File: config.mk
export PLATFORM = sky130hd
export DESIGN_NAME = stream_to_rs232
export DESIGN_NICKNAME = d
export VERILOG_FILES = /design/src/rtl/stream_to_rs232.sv
export SDC_FILE = /design/constraint.sdc
export NUM_CORES = 1
export LEC_CHECK = 0
export ABC_CLOCK_PERIOD_IN_PS = 3300
export BUFFER_PORTS_ARGS = -buffer_cell sky130_fd_sc_hd__buf_2
export CAP_MARGIN = 20
export CELL_PAD_IN_SITES_DETAIL_PLACEMENT = 1
export CELL_PAD_IN_SITES_GLOBAL_PLACEMENT = 1
export CORE_MARGIN = 8
export CORE_UTILIZATION = 43
export CTS_CLUSTER_DIAMETER = 200
export DETAILED_ROUTE_END_ITERATION = 12
export GPL_ROUTABILITY_DRIVEN = 0
export PLACE_DENSITY_LB_ADDON = 0.1
export REMOVE_ABC_BUFFERS = 1
export SLEW_MARGIN = 20
export SYNTH_ARGS = -nofsm -noshare
export SYNTH_HDL_FRONTEND = slang
export SYNTH_SLANG_ARGS = --single-unit
File: constraint.sdc
create_clock -name clock -period 3.3 [get_ports clock]
set_clock_uncertainty 0.2 [all_clocks]
set_input_delay 0.66 -clock clock [delete_from_list [all_inputs] [get_ports clock]]
set_output_delay 0.66 -clock clock [all_outputs]
set_load 0.005 [all_outputs]
File: src/rtl/stream_to_rs232.sv
// stream_to_rs232: RS-232 8N1 transmitter with CTS flow control.
// Bytes arrive on a valid/ready stream and leave LSB-first on txd_pin.
// Bit timing comes from a fractional accumulator, so non-integer
// CLOCK_FREQ/BAUD_RATE ratios keep the exact average rate. The
// accumulator error stays below one clock period.
// CLOCK_FREQ must be at least 2*BAUD_RATE. STOP_BITS must be 1 or 2.
module stream_to_rs232 #(
    parameter int unsigned CLOCK_FREQ = 133000000,
    parameter int unsigned BAUD_RATE  = 115200,
    parameter int unsigned STOP_BITS  = 1
) (
    input  logic       clock,
    input  logic       resetn,
    input  logic [7:0] idata,
    input  logic       ivalid,
    output logic       iready,
    output logic       txd_pin,
    input  logic       ctsn_pin,
    output logic       obusy
);

    // 33 bits: acc + BAUD_RATE cannot overflow for any 32-bit CLOCK_FREQ
    localparam int unsigned ACC_W  = 33;
    localparam int unsigned STOP_W = 1;

    localparam logic [ACC_W-1:0]  BAUD_INC  = ACC_W'(BAUD_RATE);
    localparam logic [ACC_W-1:0]  CLK_DIV   = ACC_W'(CLOCK_FREQ);
    localparam logic [STOP_W-1:0] LAST_STOP = STOP_W'(STOP_BITS - 1);

    typedef enum logic [1:0] {
        IDLE  = 2'd0,
        START = 2'd1,
        DATA  = 2'd2,
        STOP  = 2'd3
    } state_t;

    state_t            state, state_next;
    logic [7:0]        shift, shift_next;
    logic [2:0]        bitcnt, bitcnt_next;
    logic [STOP_W-1:0] stopcnt, stopcnt_next;
    logic [ACC_W-1:0]  acc, acc_next;
    logic              txd_next;
    logic              obusy_next;

    logic              ctsn_q1, ctsn_q2;
    logic              cts_sync;

    logic [ACC_W-1:0]  acc_sum;
    logic [ACC_W-1:0]  acc_wrap;
    logic              tick;

    // Two-flop synchroniser for the asynchronous CTS pin; resets to "not clear"
    always_ff @(posedge clock or negedge resetn) begin
        if (!resetn) begin
            ctsn_q1 <= 1'b1;
            ctsn_q2 <= 1'b1;
        end else begin
            ctsn_q1 <= ctsn_pin;
            ctsn_q2 <= ctsn_q1;
        end
    end

    assign cts_sync = ~ctsn_q2;

    // Ready is a pure function of registers, never of ivalid
    assign iready = (state == IDLE) && cts_sync;

    // Baud tick fires when the accumulator crosses one clock-frequency unit
    assign acc_sum  = acc + BAUD_INC;
    assign acc_wrap = acc_sum - CLK_DIV;
    assign tick     = (acc_sum >= CLK_DIV);

    // Frame state and datapath registers
    always_ff @(posedge clock or negedge resetn) begin
        if (!resetn) begin
            state   <= IDLE;
            shift   <= '0;
            bitcnt  <= '0;
            stopcnt <= '0;
            acc     <= '0;
            txd_pin <= 1'b1;
            obusy   <= 1'b0;
        end else begin
            state   <= state_next;
            shift   <= shift_next;
            bitcnt  <= bitcnt_next;
            stopcnt <= stopcnt_next;
            acc     <= acc_next;
            txd_pin <= txd_next;
            obusy   <= obusy_next;
        end
    end

    // Next-state and datapath: start bit, 8 data bits LSB-first, stop bits
    always_comb begin
        state_next   = state;
        shift_next   = shift;
        bitcnt_next  = bitcnt;
        stopcnt_next = stopcnt;
        acc_next     = acc;
        txd_next     = txd_pin;

        if (state != IDLE) begin
            acc_next = tick ? acc_wrap : acc_sum;
        end

        case (state)
            IDLE: begin
                if (ivalid && iready) begin
                    state_next  = START;
                    shift_next  = idata;
                    txd_next    = 1'b0;
                    acc_next    = '0;
                    bitcnt_next = '0;
                end
            end
            START: begin
                if (tick) begin
                    state_next = DATA;
                    txd_next   = shift[0];
                end
            end
            DATA: begin
                if (tick) begin
                    shift_next  = shift >> 1;
                    bitcnt_next = bitcnt + 3'd1;
                    if (bitcnt == 3'd7) begin
                        txd_next     = 1'b1;
                        stopcnt_next = '0;
                        state_next   = STOP;
                    end else begin
                        txd_next = shift[1];
                    end
                end
            end
            STOP: begin
                if (tick) begin
                    if (stopcnt == LAST_STOP) begin
                        state_next = IDLE;
                    end else begin
                        stopcnt_next = stopcnt + 1'b1;
                    end
                end
            end
            default: begin
                state_next = IDLE;
                txd_next   = 1'b1;
            end
        endcase

        obusy_next = (state_next != IDLE);
    end

endmodule

==> results of run 1 <==
per-stage QoR:
step | util (%) | std cells | hold slack, ns | setup TNS (ns) | instance area [sq um]
floorplan | - | 382 | 0.1452 | -16.84 | 3251
global placement | 53.26 | 579 | 0.1461 | -1.929 | 4073
detailed placement | 53.26 | 579 | 0.1476 | -6.126 | 4073
CTS | 60.06 | 599 | 0.1628 | -2.279 | 4593
global route | 63.07 | 605 | 0.1659 | -10.38 | 4823
finish | 63.07 | 605 | 0.1620 | -7.904 | 4823
cells by family after synthesis:
kind of cell / synth area share [%]
AND/OR/NAND/NOR: 23.80
multiplexers: 3.597
XOR/XNOR: 7.008
AO/OA/AOI/OAI: 23.47
flip-flops: 32.74
buffers and inverters: 5.672
adder cells (fa/ha/maj): 3.708
power breakdown:
group	internal, uW	total [uW]	leakage, uW	switching [uW]
combinational	1980	4170	0.00141	2190
sequential	782	1040	0.000543	256
clock	229	452	0.0000583	223
total	2990	5660	0.00201	2670
registers in the layout, indices dropped and copies added, names as in the netlist:
register	count
txd_pin	1
acc	27
ctsn_q1	1
bitcnt	3
ctsn_q2	1
obusy	1
shift	8
state	2
cell usage in the layout (no fill, tap or decap), types with 13 or more instances in the layout:
cell / n
sky130_fd_sc_hd__nand3_1: 13
sky130_fd_sc_hd__dfrtp_1: 40
sky130_fd_sc_hd__buf_6: 13
sky130_fd_sc_hd__buf_2: 14
sky130_fd_sc_hd__inv_1: 18
sky130_fd_sc_hd__xnor2_1: 15
sky130_fd_sc_hd__nand2_1: 41
sky130_fd_sc_hd__o21ai_0: 17
sky130_fd_sc_hd__buf_4: 81
sky130_fd_sc_hd__nor2_1: 25
sky130_fd_sc_hd__o21ai_1: 15
worst max path at each step:
stage	to	from	slack (ns)	cells after the start
2_1_floorplan	bitcnt[0]$_DFFE_PN0P_	acc[9]$_DFF_PN0_	-0.75	10
3_3_place_gp	acc[26]$_DFF_PN0_	acc[9]$_DFF_PN0_	-0.30	12
3_5_place_dp	acc[14]$_DFF_PN0_	acc[9]$_DFF_PN0_	-0.39	12
4_1_cts	acc[14]$_DFF_PN0_	acc[10]$_DFF_PN0_	-0.17	12
5_1_grt	obusy$_DFF_PN0_	acc[9]$_DFF_PN0_	-0.50	14
6_report	obusy$_DFF_PN0_	acc[9]$_DFF_PN0_	-0.43	14
critical path: cells and delay by family (launching register included):
| family | cells | cell delay [ns] |
|---|---|---|
| flops | 1 | 0.41 |
| buf+inv | 4 | 0.66 |
| simple gates | 4 | 1.00 |
| mux | 2 | 0.50 |
| compound gates | 3 | 0.67 |
| fa+ha+maj | 1 | 0.17 |
repair_timing:
item,4_1_cts,5_1_grt
hold buffers,0,0
endpoints found under the setup margin,36,42
endpoints found under the hold margin,0,0
gates cloned,3,0
buffers inserted,9,6
gates resized for setup,64,45
pin swaps,23,19
per-layer routing:
metal	routed length, microns	up-vias	global-route usage, %
li1	-	1659	-
met1	5312	1827	24.09
met2	7094	100	40.03
met3	490	30	2.887
met4	316	0	6.422
met5	0	-	0
cell type report:
| cell class | count | area share [%] |
|---|---|---|
| Timing Repair Buffer | 113 | 19.53 |
| Sequential cell | 44 | 22.93 |
| Tap cell | 102 | 2.646 |
| Multi-Input combinational cell | 320 | 51.08 |
| Inverter | 18 | 1.401 |
| Clock inverter | 3 | 0.9857 |
| Clock buffer | 5 | 1.427 |
==> results by group, run 1 <==
Drt
  – Starting DRC count in detailed routing: 152
  – ANT nets after route: 0
  – Via count of the routed design: between 3000 and 4000
  – Total routed wirelength: roughly 13000 microns
  – Detailed-router iteration count before antenna repair: 4
  – Avg WL per Cell: 21.84 microns
  – Drc violations: 0
  – Via-to-Cell Ratio: approximately 6

Synth
  – Syn Std Cell Area: between 0.003 and 0.004 sq mm
  – Fraction of post-synthesis cell area in the top cell type by area: about 30%
  – Cell count after synthesis: around 410
  – Number of warnings issued by yosys: 0
  – Number of enable flip-flop cells after synthesis: 0
  – Synth unique cells: a little over 70
  – Cell type with the largest total area after synthesis: sky130_fd_sc_hd__dfrtp_1
  – Sequential fraction of the synthesis area: about a third
  – Flop and latch count out of synthesis: 44
  – Top_reg_cell synth: sky130_fd_sc_hd__dfrtp_1
  – Top cells by count, synth: 41 x sky130_fd_sc_hd__dfrtp_1, 41 x sky130_fd_sc_hd__nand2_1, 35 x sky130_fd_sc_hd__o21ai_0, 33 x sky130_fd_sc_hd__nor2_1, 22 x sky130_fd_sc_hd__a21oi_1
  – Average cell area after synthesis: around 8.3 sq um
  – Share of flip-flops with an asynchronous set or reset after synthesis: 100.0%
  – Largest cells by area after synthesis: sky130_fd_sc_hd__dfrtp_1 30%, sky130_fd_sc_hd__o21ai_0 5.2%, sky130_fd_sc_hd__xnor2_1 4.7%

Timing
  – Unrepaired setup endpoints after global routing: true
  – Final setup fails: 39
  – Max-slew violation count: 0
  – Final period utilization: 113.0%
  – Highest clock rate: about 270 MHz
  – Shortest clock period the worst path allows after layout: ~3.7 ns
  – Slack of the critical path: -0.4291 ns
  – Worst slew slack as a fraction of its limit: 42.86%
  – Count of final hold-check violations: 0
  – Worst-margin pin slew: ~0.86 ns

Clocking
  – Clock latency at the later pin of the worst-skew pair: around 0.32 ns
  – Clock tree from TritonCTS: done
  – Clock sinks: 44
  – CTS root buffer: sky130_fd_sc_hd__clkbuf_8
  – CTS buffer count: 5
  – Maximum clock path buffer count: 2
  – Clock-pin slew on the worst setup and hold paths: between 0.1 and 0.15 ns
  – H-tree depth reported by CTS: 2

Worst setup path
  – Data arrival at the endpoint of the critical path: between 3 and 4 ns
  – Category of the worst setup path launch point: flip-flop
  – Count of cells along the worst register-to-register path: 14
  – Delay of the slowest cell on the worst path: just over 0.4 ns
  – Worst flop-to-flop path startpoint: acc[9]$_DFF_PN0_
  – Endpoint of the worst register-to-register path: obusy$_DFF_PN0_
  – Max stage delay cell, worst path: sky130_fd_sc_hd__dfrtp_1
  – Worst-path fanout max: 4
  – Worst path cell trace: ha_4 > buf_6 > nand4_4 > a2111oi_4 > buf_4 > mux2i_1 > a22oi_2 > nor4_2 > buf_4 > o21a_4 > buf_6 > mux2i_1 > nand3_1 > or3b_1
  – Required time of the critical path: approximately 3.3 ns
  – Critical path class: flip-flop to flip-flop
  – Kind of end point of the critical path: flip-flop
  – Setup slack on the worst flop-to-flop path: -0.43 ns

Cells and area
  – Antenna diode count: 0
  – Area added between synthesis and finish: 42.94%
  – Register Area: about 0.0011 sq mm
  – Filler cells: about 860
  – Fraction of final layout cells with drive strength greater than 1: 38.57%
  – Area taken by multi-input logic gates: between 0.002 and 0.0025 sq mm
  – Final Net Count: 524

Placement
  – Half-perimeter wire length after detailed placement: about 7600 microns
  – Worst setup slack before clock tree synthesis: -0.3915 ns
  – Count of buffers inserted at the top-level ports: 14

Power and ir drop
  – Worst IR drop on VDD: between 0.5 and 0.6 mV
  – P_leak: about 0.0020 uW
  – Pwr per Cell Area: about 1200 mW/mm^2
  – Overall power: around 5700 uW

Floorplanning
  – Initial core utilization: approximately 44%
  – Die Y-Extent: ~100 microns
  – Total number of placement rows: 32
  – Core region area: between 0.007 and 0.008 sq mm
  – Die boundary width: between 100 and 150 microns
  – I/O pins: 15
  – Area enclosed by the die boundary: about 0.011 sq mm

GRT
  – Overall routing resource usage: 21.21%
  – Pin count of the biggest net entering global routing: 45
  – Vias in the first global route: between 3000 and 4000
  – Global-route congestion overflow total: 0
  – First-pass GRT wire length: about 19000 microns
  – Number of antenna violations at the first check in global routing: 0

Worst hold path
  – Path type of the worst min-delay path: flip-flop to flip-flop
  – Instance count along the most critical hold path: 0
  – Hold Crit Endpoint: ctsn_q2$_DFF_PN1_
  – Worst hold path startpoint: ctsn_q1$_DFF_PN1_

Status
  – Run status: finished, violations left
  – Violations in the final reports: negative setup slack

Run
  – Max cap viols: 0
(Power assumes the default switching activity.)
==> run 2: changes to the inputs <==
Settings changed: CELL_PAD_IN_SITES_DETAIL_PLACEMENT 1 to 0.
==> run 2 against run 1 <==
Effect of this change:
- count of clock-buffer cells in the layout unchanged
- die area did not move
- sequential cell count stayed put
- non-clock buffer count is 1 higher
- the run still ends with negative setup slack left
- worst hold slack worse by 0.0010 ns
- highest routed layer unchanged
- critical endpoint is now acc[14]$_DFF_PN0_
- critical path depth is 2 lower
- global-route usage down 3.6 points
==> results by group, run 2 (same netlist as run 1, synthesis figures left out) <==
Timing
  – Max-slew violation count: 0
  – Highest clock rate: between 200 and 300 MHz
  – Worst-margin pin slew: 0.7487 ns
  – Count of final hold-check violations: 0
  – Final period utilization: 105.9%
  – Slack of the critical path: -0.1933 ns
  – Shortest clock period the worst path allows after layout: approximately 3.5 ns
  – Unrepaired setup endpoints after global routing: true
  – Hold Worst Slack: around 0.16 ns
  – Worst slew slack as a fraction of its limit: around half
  – Final setup fails: 12

Clocking
  – CTS buffer count: 5
  – Clock sinks: 44
  – Clock latency at the later pin of the worst-skew pair: around 0.31 ns
  – H-tree depth reported by CTS: 2
  – CTS Hold Bufs: 0
  – Clock tree from TritonCTS: done
  – Clock-pin slew on the worst setup and hold paths: 0.10 ns
  – Maximum clock path buffer count: 2
  – CTS root buffer: sky130_fd_sc_hd__clkbuf_8

Cells and area
  – Most flops, register: acc
  – Final Net Count: 525
  – Number of non-filler instances in the completed layout: just over 600
  – Commonest cells after routing, fill and taps aside: 85 x sky130_fd_sc_hd__buf_4, 40 x sky130_fd_sc_hd__nand2_1, 38 x sky130_fd_sc_hd__dfrtp_1
  – Antenna diode count: 0
  – Final core utilization: 63.29%
  – Area added between synthesis and finish: 43.42%
  – Biggest regs: acc: 27 flops, shift: 8 flops, bitcnt: 3 flops
  – Fraction of final layout cells with drive strength greater than 1: between 30% and 40%
  – Commonest non-fill, non-tap cell in the layout: sky130_fd_sc_hd__buf_4
  – Max FFs per register: 27

Power and ir drop
  – Part of the power in combinational logic: roughly 73%
  – Switching power of the nets: 2407 uW
  – Switching Share: between 40% and 50%
  – Internal Dissipation: about 3000 uW
  – P_leak: roughly 0.0020 uW
  – Worst IR drop on VDD: around 0.44 mV
  – Flop pwr share: between 10% and 20%
  – Relative contribution of the clock network to total power: 8.4%
  – Overall power: 5347 uW
  – Pwr per Cell Area: around 1100 mW/mm^2

GRT
  – First-pass GRT wire length: roughly 16000 microns
  – Vias in the first global route: roughly 3500
  – Global-route congestion overflow total: 0
  – Number of antenna violations at the first check in global routing: 0
  – Pin count of the biggest net entering global routing: 45
  – Overall routing resource usage: between 10% and 20%

Drt
  – Detailed-router iteration count before antenna repair: 5
  – Total routed wirelength: ~10000 microns
  – Drc violations: 0
  – Via count of the routed design: roughly 3400
  – Starting DRC count in detailed routing: roughly 150
  – Via-to-Cell Ratio: between 5 and 6
  – ANT nets after route: 0
  – Avg WL per Cell: around 17 microns

Run
  – Max cap viols: 0

Placement
  – Count of buffers inserted at the top-level ports: 14
  – Placed cell count: slightly below 600
  – Half-perimeter wire length after detailed placement: around 6600 microns

Worst setup path
  – Data arrival at the endpoint of the critical path: 3.50 ns
  – Critical path class: flip-flop to flip-flop
  – Worst-path fanout max: 6
  – Category of the worst setup path launch point: flip-flop
  – Kind of end point of the critical path: flip-flop
  – Required time of the critical path: 3.30 ns

Status
  – Run status: finished, violations left
  – Violations in the final reports: negative setup slack

Floorplanning
  – Die boundary width: around 100 microns
  – I/O pins: 15
  – Total number of placement rows: 32
  – Die Y-Extent: approximately 100 microns
  – Core region area: 0.007647 sq mm
  – Initial core utilization: roughly 44%
  – Area enclosed by the die boundary: approximately 0.011 sq mm

Worst hold path
  – Path type of the worst min-delay path: flip-flop to flip-flop
[run 2: cell count changes in the layout (fill, tap and decap cells not counted), moves of 3 or more]
cell	before	now
sky130_fd_sc_hd__a21oi_1	9	14
sky130_fd_sc_hd__nor2_4	4	1
sky130_fd_sc_hd__o32ai_2	3	0
sky130_fd_sc_hd__buf_16	3	0
sky130_fd_sc_hd__nor2_1	25	30
sky130_fd_sc_hd__and2_4	0	3
sky130_fd_sc_hd__a21oi_2	11	7
sky130_fd_sc_hd__buf_4	81	85
[run 2: final cells by class]
cell class | instances | area (sq um)
clock buffers | 5 | 68.82
clock inverters | 3 | 47.55
fillers | 666 | 2808
inverters | 18 | 67.56
multi-input cells | 320 | 2521
flip-flops and latches | 44 | 1109
well taps | 102 | 127.6
repair buffers | 114 | 898.4
[run 2: layer usage]
layer	vias up	part of all wire [%]	GRT usage, %
met2	78	50	30.92
met1	1600	44	21.65
li1	1659	-	-
met4	0	1.7	5.708
met3	18	4.7	2.641
met5	-	0	0
[run 2: worst paths after layout]
check                             startpoint                 to  slack (ns)  cells past startpoint
setup / recovery            acc[9]$_DFF_PN0_  acc[14]$_DFF_PN0_       -0.19                     12
setup reg to reg            acc[9]$_DFF_PN0_  acc[14]$_DFF_PN0_       -0.19                     12
max in group asynchronous             resetn  acc[13]$_DFF_PN0_        2.24                      2
hold reg to reg            ctsn_q1$_DFF_PN1_  ctsn_q2$_DFF_PN1_        0.16                      0
hold / removal             ctsn_q1$_DFF_PN1_  ctsn_q2$_DFF_PN1_        0.16                      0
min in group asynchronous             resetn  acc[14]$_DFF_PN0_        0.24                      2
[run 2: repair_timing]
action,CTS,global route
setup buffers,11,9
resized for setup,39,75
pin swaps,22,15
endpoints found under the setup margin,35,42
gates cloned,1,0
[run 2: power by group through the flow]
stage	combinational [uW]	clock (uW)	sequential [uW]
floorplan	1720	0	1020
global placement	2960	0	986
detailed placement	2990	0	992
CTS	3380	459	984
global route	4220	472	1030
finish	3900	449	995
[run 2: critical path: stages, from the launching register on]
cell and delay, ns:
sky130_fd_sc_hd__dfrtp_1 0.43, sky130_fd_sc_hd__ha_4 0.18, sky130_fd_sc_hd__buf_4 0.17, sky130_fd_sc_hd__a41oi_4 0.18
sky130_fd_sc_hd__xnor2_2 0.16, sky130_fd_sc_hd__and2_4 0.17, sky130_fd_sc_hd__or4b_1 0.44, sky130_fd_sc_hd__a31o_2 0.27
sky130_fd_sc_hd__o21a_4 0.25, sky130_fd_sc_hd__buf_6 0.14, sky130_fd_sc_hd__or4_4 0.51, sky130_fd_sc_hd__a32oi_1 0.23
sky130_fd_sc_hd__nand2b_1 0.07
[run 2: stage by stage]
stage | instance area, sq um | setup slack, ns | TNS, ns
final | 4840 | -0.1933 | -0.7724
after floorplan | 3251 | -0.7496 | -16.84
after global routing | 4840 | -0.2997 | -4.871
after CTS | 4459 | -0.1530 | -0.6814
after global placement | 4073 | -0.3006 | -1.929
after detailed placement | 4073 | -0.3636 | -4.597
